## config.mk

```make
export PLATFORM = sky130hd
export DESIGN_NAME = sobel_frame_writer
export DESIGN_NICKNAME = d
export VERILOG_FILES = /design/src/rtl/sobel_pkg.sv /design/src/rtl/sobel_sync_fifo.sv /design/src/rtl/sobel_frame_writer.sv
export SDC_FILE = /design/constraint.sdc
export NUM_CORES = 1
export LEC_CHECK = 0
export BUFFER_PORTS_ARGS = -buffer_cell sky130_fd_sc_hd__buf_2
export CAP_MARGIN = 10
export CORE_ASPECT_RATIO = 1.5
export CORE_MARGIN = 2
export CORE_UTILIZATION = 45
export CTS_BUF_LIST = sky130_fd_sc_hd__clkbuf_8
export DETAILED_ROUTE_END_ITERATION = 8
export SYNTH_ARGS = -nofsm -noshare
export SYNTH_HDL_FRONTEND = slang
export SYNTH_SLANG_ARGS = --single-unit
```

## constraint.sdc

```tcl
create_clock -name clk -period 8.3 [get_ports clk]
set_input_delay 0.83 -clock clk [delete_from_list [all_inputs] [get_ports clk]]
set_output_delay 0.83 -clock clk [all_outputs]
set_load 0.005 [all_outputs]
```

## src/rtl/sobel_pkg.sv

```systemverilog
// -----------------------------------------------------------------------------
// sobel_pkg
// Shared definitions for the Sobel pipeline blocks.
//   - wr_state_t : frame-writer FSM state encoding (IDLE, WRITE, DONE)
//   - PIX_MAX    : largest value representable in an 8-bit output pixel
//   - DEF_ROWS / DEF_COLS : default frame geometry, shared with the
//                           line-buffer block so both ends agree on size
//   - interior_count() : number of pixels the 3x3 window can produce
// -----------------------------------------------------------------------------
package sobel_pkg;

   typedef enum logic [1:0] {
      ST_IDLE  = 2'd0,
      ST_WRITE = 2'd1,
      ST_DONE  = 2'd2
   } wr_state_t;

   localparam int PIX_MAX  = 255;
   localparam int DEF_ROWS = 5;
   localparam int DEF_COLS = 6;

   // Pixels that are not on the 1-pixel border of a rows x cols frame.
   function automatic int interior_count(input int rows, input int cols);
      return (rows - 2) * (cols - 2);
   endfunction

endpackage

```

## src/rtl/sobel_sync_fifo.sv

```systemverilog
// -----------------------------------------------------------------------------
// sobel_sync_fifo
// Single-clock FIFO with a register-array memory and read/write pointers.
// dout always shows the entry at the head, so a pop consumes the value that
// is visible in the same cycle.
//
// Ports:
//   clk   in   system clock, rising edge
//   rst   in   asynchronous active-low reset (empties the FIFO)
//   clr   in   synchronous flush, returns the FIFO to empty
//   push  in   write din (ignored while full)
//   pop   in   consume head entry (ignored while empty)
//   din   in   WIDTH write data
//   dout  out  WIDTH head entry
//   full  out  DEPTH entries stored
//   empty out  no entries stored
// -----------------------------------------------------------------------------
module sobel_sync_fifo #(
   parameter int DEPTH = 16,
   parameter int WIDTH = 8
) (
   input  logic             clk,
   input  logic             rst,
   input  logic             clr,
   input  logic             push,
   input  logic             pop,
   input  logic [WIDTH-1:0] din,
   output logic [WIDTH-1:0] dout,
   output logic             full,
   output logic             empty
);

   localparam int PW = $clog2(DEPTH);

   logic [WIDTH-1:0] r_mem [DEPTH];
   logic [PW-1:0]    r_wr_ptr;
   logic [PW-1:0]    r_rd_ptr;
   logic [PW:0]      r_count;

   logic w_do_push;
   logic w_do_pop;

   assign w_do_push = push && !full;
   assign w_do_pop  = pop && !empty;

   assign full  = (r_count == (PW+1)'(DEPTH));
   assign empty = (r_count == '0);
   assign dout  = r_mem[r_rd_ptr];

   // Storage carries no reset so it can map onto distributed RAM.
   always_ff @(posedge clk) begin
      if (w_do_push) begin
         r_mem[r_wr_ptr] <= din;
      end
   end

   // DEPTH is a power of two, so the pointers wrap naturally.
   always_ff @(posedge clk or negedge rst) begin
      if (!rst) begin
         r_wr_ptr <= '0;
         r_rd_ptr <= '0;
         r_count  <= '0;
      end else if (clr) begin
         r_wr_ptr <= '0;
         r_rd_ptr <= '0;
         r_count  <= '0;
      end else begin
         if (w_do_push) begin
            r_wr_ptr <= r_wr_ptr + 1'b1;
         end
         if (w_do_pop) begin
            r_rd_ptr <= r_rd_ptr + 1'b1;
         end
         if (w_do_push && !w_do_pop) begin
            r_count <= r_count + 1'b1;
         end else if (!w_do_push && w_do_pop) begin
            r_count <= r_count - 1'b1;
         end
      end
   end

endmodule

```

## src/rtl/sobel_frame_writer.sv

```systemverilog
// -----------------------------------------------------------------------------
// sobel_frame_writer
// Sink of the Sobel result stream. Interior results are buffered in a small
// FIFO and written to frame RAM in raster order; border pixels, which the
// 3x3 window cannot produce, are written as 0 in between.
//
// Ports:
//   clk          in   system clock, rising edge
//   rst          in   asynchronous active-low reset
//   done_i       in   result-valid strobe, pixel_i sampled when high
//   pixel_i      in   MW unsigned gradient magnitude
//   mem_we_o     out  frame RAM write enable
//   mem_addr_o   out  AW frame RAM write address (row*COLS+col)
//   mem_data_o   out  8-bit saturated write data
//   busy_o       out  high from frame start until frame_done_o
//   frame_done_o out  one-cycle pulse after the last write of a frame
//   overflow_o   out  sticky: a pixel was dropped (cleared only by reset)
// -----------------------------------------------------------------------------
module sobel_frame_writer
   import sobel_pkg::*;
#(
   parameter int ROWS  = DEF_ROWS,
   parameter int COLS  = DEF_COLS,
   parameter int MW    = 11,
   parameter int DEPTH = 16,
   parameter int AW    = $clog2(ROWS*COLS)
) (
   input  logic          clk,
   input  logic          rst,
   input  logic          done_i,
   input  logic [MW-1:0] pixel_i,
   output logic          mem_we_o,
   output logic [AW-1:0] mem_addr_o,
   output logic [7:0]    mem_data_o,
   output logic          busy_o,
   output logic          frame_done_o,
   output logic          overflow_o
);

   localparam int RW   = $clog2(ROWS);
   localparam int CW   = $clog2(COLS);
   localparam int NINT = interior_count(ROWS, COLS);
   localparam int NW   = $clog2(NINT + 1);

   localparam logic [RW-1:0] LAST_ROW  = RW'(ROWS - 1);
   localparam logic [CW-1:0] LAST_COL  = CW'(COLS - 1);
   localparam logic [AW-1:0] LAST_ADDR = AW'(ROWS*COLS - 1);
   localparam logic [NW-1:0] NINT_C    = NW'(NINT);

   wr_state_t     r_state;
   logic [RW-1:0] r_row;
   logic [CW-1:0] r_col;
   logic [AW-1:0] r_addr;
   logic [NW-1:0] r_acc_cnt;

   logic       w_border;
   logic       w_full;
   logic       w_empty;
   logic [7:0] w_fifo_dout;
   logic [7:0] w_sat;
   logic       w_active;
   logic       w_accept_ok;
   logic       w_push;
   logic       w_drop_err;
   logic       w_pop;
   logic       w_clr;

   assign w_border = (r_row == '0) || (r_row == LAST_ROW) ||
                     (r_col == '0) || (r_col == LAST_COL);

   // Saturate before buffering so the FIFO only has to hold 8 bits.
   assign w_sat = (pixel_i > MW'(PIX_MAX)) ? 8'(PIX_MAX) : pixel_i[7:0];

   // Input is only taken while a frame can still absorb it; in DONE the
   // frame is complete and stray pixels are silently discarded.
   assign w_active    = (r_state != ST_DONE);
   assign w_accept_ok = !w_full && (r_acc_cnt < NINT_C);
   assign w_push      = done_i && w_active && w_accept_ok;
   assign w_drop_err  = done_i && w_active && !w_accept_ok;

   assign w_pop = (r_state == ST_WRITE) && !w_border && !w_empty;
   assign w_clr = (r_state == ST_DONE);

   sobel_sync_fifo #(
      .DEPTH (DEPTH),
      .WIDTH (8)
   ) u_fifo (
      .clk   (clk),
      .rst   (rst),
      .clr   (w_clr),
      .push  (w_push),
      .pop   (w_pop),
      .din   (w_sat),
      .dout  (w_fifo_dout),
      .full  (w_full),
      .empty (w_empty)
   );

   always_ff @(posedge clk or negedge rst) begin
      if (!rst) begin
         r_state      <= ST_IDLE;
         r_row        <= '0;
         r_col        <= '0;
         r_addr       <= '0;
         r_acc_cnt    <= '0;
         mem_we_o     <= 1'b0;
         mem_addr_o   <= '0;
         mem_data_o   <= '0;
         busy_o       <= 1'b0;
         frame_done_o <= 1'b0;
         overflow_o   <= 1'b0;
      end else begin
         mem_we_o     <= 1'b0;
         frame_done_o <= 1'b0;

         if (w_push) begin
            r_acc_cnt <= r_acc_cnt + 1'b1;
         end
         if (w_drop_err) begin
            overflow_o <= 1'b1;
         end

         case (r_state)
            ST_IDLE: begin
               // The starting pixel itself is pushed by w_push above.
               if (done_i) begin
                  r_state <= ST_WRITE;
                  busy_o  <= 1'b1;
               end
            end

            ST_WRITE: begin
               // Interior position with nothing buffered: stall, holding
               // position and the last presented address.
               if (w_border || !w_empty) begin
                  mem_we_o   <= 1'b1;
                  mem_addr_o <= r_addr;
                  mem_data_o <= w_border ? 8'd0 : w_fifo_dout;
                  r_addr     <= r_addr + 1'b1;
                  if (r_col == LAST_COL) begin
                     r_col <= '0;
                     r_row <= r_row + 1'b1;
                  end else begin
                     r_col <= r_col + 1'b1;
                  end
                  if (r_addr == LAST_ADDR) begin
                     r_state <= ST_DONE;
                  end
               end
            end

            ST_DONE: begin
               frame_done_o <= 1'b1;
               busy_o       <= 1'b0;
               r_row        <= '0;
               r_col        <= '0;
               r_addr       <= '0;
               r_acc_cnt    <= '0;
               r_state      <= ST_IDLE;
            end

            default: begin
               r_state <= ST_IDLE;
            end
         endcase
      end
   end

endmodule

```

==> metrics.cfg <==
[run_status]
status=complete, no violations

[finish]
nets=502
area_growth_pct=11.3
num_antenna_cells=0
fin_util_pct=50.5
drive_above_1_share_pct=23.1

[detailed_routing]
dr.pass1.iters=4
first_iter_violations=219
vias=3826
wl_microns=14600
wire_per_inst_microns=21.1
drc_errors=0
viasPerCell=5.54
drtAntennaViolNets=0

[die]
start_util_pct=45.4
die_h_microns=160
core-area_sq_mm=0.0160
dieWidth_microns=108
dieArea_sq_mm=0.0172
rows=57
io_pins=31

[synth]
synth_nets=464
syn_avg_cell_area_sq_um=16.7
ys_types=42
yosys.area.top_type_share_pct=52.8
ys.warnings.count=0
synth_top_family_by_area=multiplexers
netlist_top_cells_area=edfxtp_1 53%, dfrtp_1 16%, mux4_2 9.9%
synth-async-reset-ratio_pct=26.4
synth-xor-area-share_pct=0.361
ys_ff_latch=174
yosysMostFrequentCell=edfxtp_1
ys_top_cells_by_count=128 x edfxtp_1, 46 x dfrtp_1, 34 x mux2i_1, 32 x mux4_2, 23 x nand2_1
yosys.area_share.simple_pct=5.88
synthCells=435
ys_seq_area_share_pct=68.6
yosys.area.top_type=edfxtp_1
synth-compound-area-share_pct=4.78
synth_edf_count=128
ys.flop_type=edfxtp_1
synthMuxAreaShare_pct=15.2
synthAdderAreaFrac_pct=2.68
syn_area_sq_mm=0.00728

[setup_path]
timing.rr.start=r_state[0]
crit_required_ns=8.67
path_class=flop to flop
cp-start-kind=flop
reg2reg_depth=12
arrival_ns=4.17
startpoint=r_state[0]
cp_max_fo=22
endpoint_kind=flop

[sta]
period_share_pct=45.8
final-max-slew-violation-count=0
skew_ns=0.0146
relSlewSlack_pct=38.1
worst_pin_slew_ns=0.925
setup_violations=0
fin_setup_tns_ns=0
hold_violations=0
max_freq_mhz=263
finalCriticalPeriod_ns=3.80
rsz0062_at_grt=false

[clocking]
cts_tree=yes
cts_resized=0
clock_sinks=174
clockRootBuffer=clkbuf_8
cts_setup_buffers=0
cts_buffers=17
cts_hold_buf=0
clock_latency_ns=0.45
clk_pin_slew_ns=0.09
htree_levels=4
clockBufferDepth=2

[power]
vdd_ir_drop_max_uv=145
internal_power_mw=1.86
clkPwrFrac_pct=23.0
combPwrFrac_pct=33.5
total_leakage_power_nw=2.95
switchingPower_mw=0.966
switching_share_pct=34.2
p_per_area_mw_per_mm2=349
pwr-share-seq_pct=43.5

[placed_design]
dp_hpwl_microns=9470
routabilityCongestion=0.819
port_buffers=30

[grt]
grt_use_total_pct=18.1
overflow=0
grt_pass1_vias=4010
grt_max_degree=47
antenna_found_initial=0
grt_pass1_wl_microns=22800

[min_path]
hp-class=primary input to async pin

[run]
cap_viol_max_count=0

[metrics by stage]
step	hold slack [ns]	instances	setup slack [ns]	instance area [sq um]	total power, mW
2_1_floorplan	0.445	435	5.42	7280	1.95
3_3_place_gp	0.460	660	4.67	7670	2.18
3_5_place_dp	0.463	660	4.53	7670	2.21
4_1_cts	0.463	691	4.50	8110	2.86
5_1_grt	0.489	691	4.15	8110	3.00
6_report	0.459	691	4.50	8110	2.83
[path summary, 6_finish.rpt]
path | slack (ns) | endpoint
setup reg to reg | 4.50 | u_fifo.r_count[4]
setup / recovery | 4.50 | u_fifo.r_count[4]
min in group clk | 0.48 | overflow_o
hold reg to reg | 0.48 | overflow_o
max in group asynchronous | 7.40 | u_fifo.r_rd_ptr[1]
hold / removal | 0.46 | u_fifo.r_count[1]
[metal layers]
metal | global-route usage (%) | vias up | share of wire (%)
met5 | 0 | - | 0
met2 | 32.4 | 97 | 55
met1 | 22.0 | 1957 | 40
met4 | 5.59 | 0 | 1.4
met3 | 3.06 | 13 | 4.0
li1 | - | 1759 | -
[critical path: stages, from the launching register on]
cell and delay [ns]:
dfrtp_1 0.42, inv_1 0.11, nand2_1 0.58, inv_2 0.23, a2111o_1 0.60, clkinv_1 0.25
ha_1 0.20, inv_1 0.12, fa_1 0.43, a21o_1 0.19, a21oi_1 0.17, mux2i_1 0.23
mux2i_1 0.19
[power by group through the flow]
stage	Clock, mW	Sequential [mW]	Combinational (mW)
final	0.651	1.23	0.948
after global routing	0.698	1.25	1.06
after CTS	0.666	1.23	0.970
after detailed placement	0	1.25	0.966
after global placement	0	1.24	0.942
after floorplan	0	1.17	0.778
[layout make-up]
cell class / count / area (sq um)
Tap cell: 206 / 258
Inverter: 21 / 78.8
Clock buffer: 17 / 234
Multi-Input combinational cell: 218 / 2100
Sequential cell: 174 / 5000
Fill cell: 1353 / 7940
Clock inverter: 14 / 205
Timing Repair Buffer: 41 / 233
[registers in the layout, summed over array words and instances, names as in the netlist]
signal and flops:
u_fifo.r_wr_ptr 4, mem_we_o 1, r_row 2, overflow_o 1, busy_o 1, r_state 2
mem_data_o 8, frame_done_o 1, r_acc_cnt 4, r_col 3, u_fifo.r_rd_ptr 4, u_fifo.r_count 5
mem_addr_o 5, r_addr 5, u_fifo.r_mem 128
[layout by cell type (no fill, tap or decap), types with 2 or more instances in the layout]
cell | netlist | routed
nor2_1 | 13 | 13
o21ai_0 | 10 | 10
a21oi_1 | 5 | 5
buf_4 | 0 | 11
nor4_1 | 9 | 9
mux2_2 | 4 | 4
mux4_2 | 32 | 32
clkinv_4 | 0 | 4
nor3_1 | 4 | 4
nand3_1 | 8 | 8
a21o_1 | 2 | 2
buf_2 | 7 | 30
nand2_1 | 23 | 23
clkbuf_8 | 0 | 17
dfrtp_1 | 46 | 44
ha_1 | 14 | 14
inv_1 | 19 | 20
xnor2_1 | 2 | 2
and3_1 | 3 | 3
and2_1 | 7 | 7
o211ai_1 | 7 | 7
edfxtp_1 | 128 | 128
inv_6 | 0 | 4
nand2b_1 | 10 | 10
nand4_1 | 4 | 4
bufinv_16 | 0 | 4
a22o_1 | 8 | 8
o31ai_1 | 6 | 6
mux2i_1 | 34 | 34
dfrtp_2 | 0 | 2
[kinds of logic (layout without fill, tap and decap cells)]
logic type | Yosys count | in the layout
fa+ha+maj | 15 | 15
simple gates | 84 | 84
buf+inv | 43 | 93
mux | 70 | 70
xor+xnor | 3 | 3
flops | 174 | 174
compound gates | 46 | 46
Note: power is estimated with default switching activity, not from simulation.
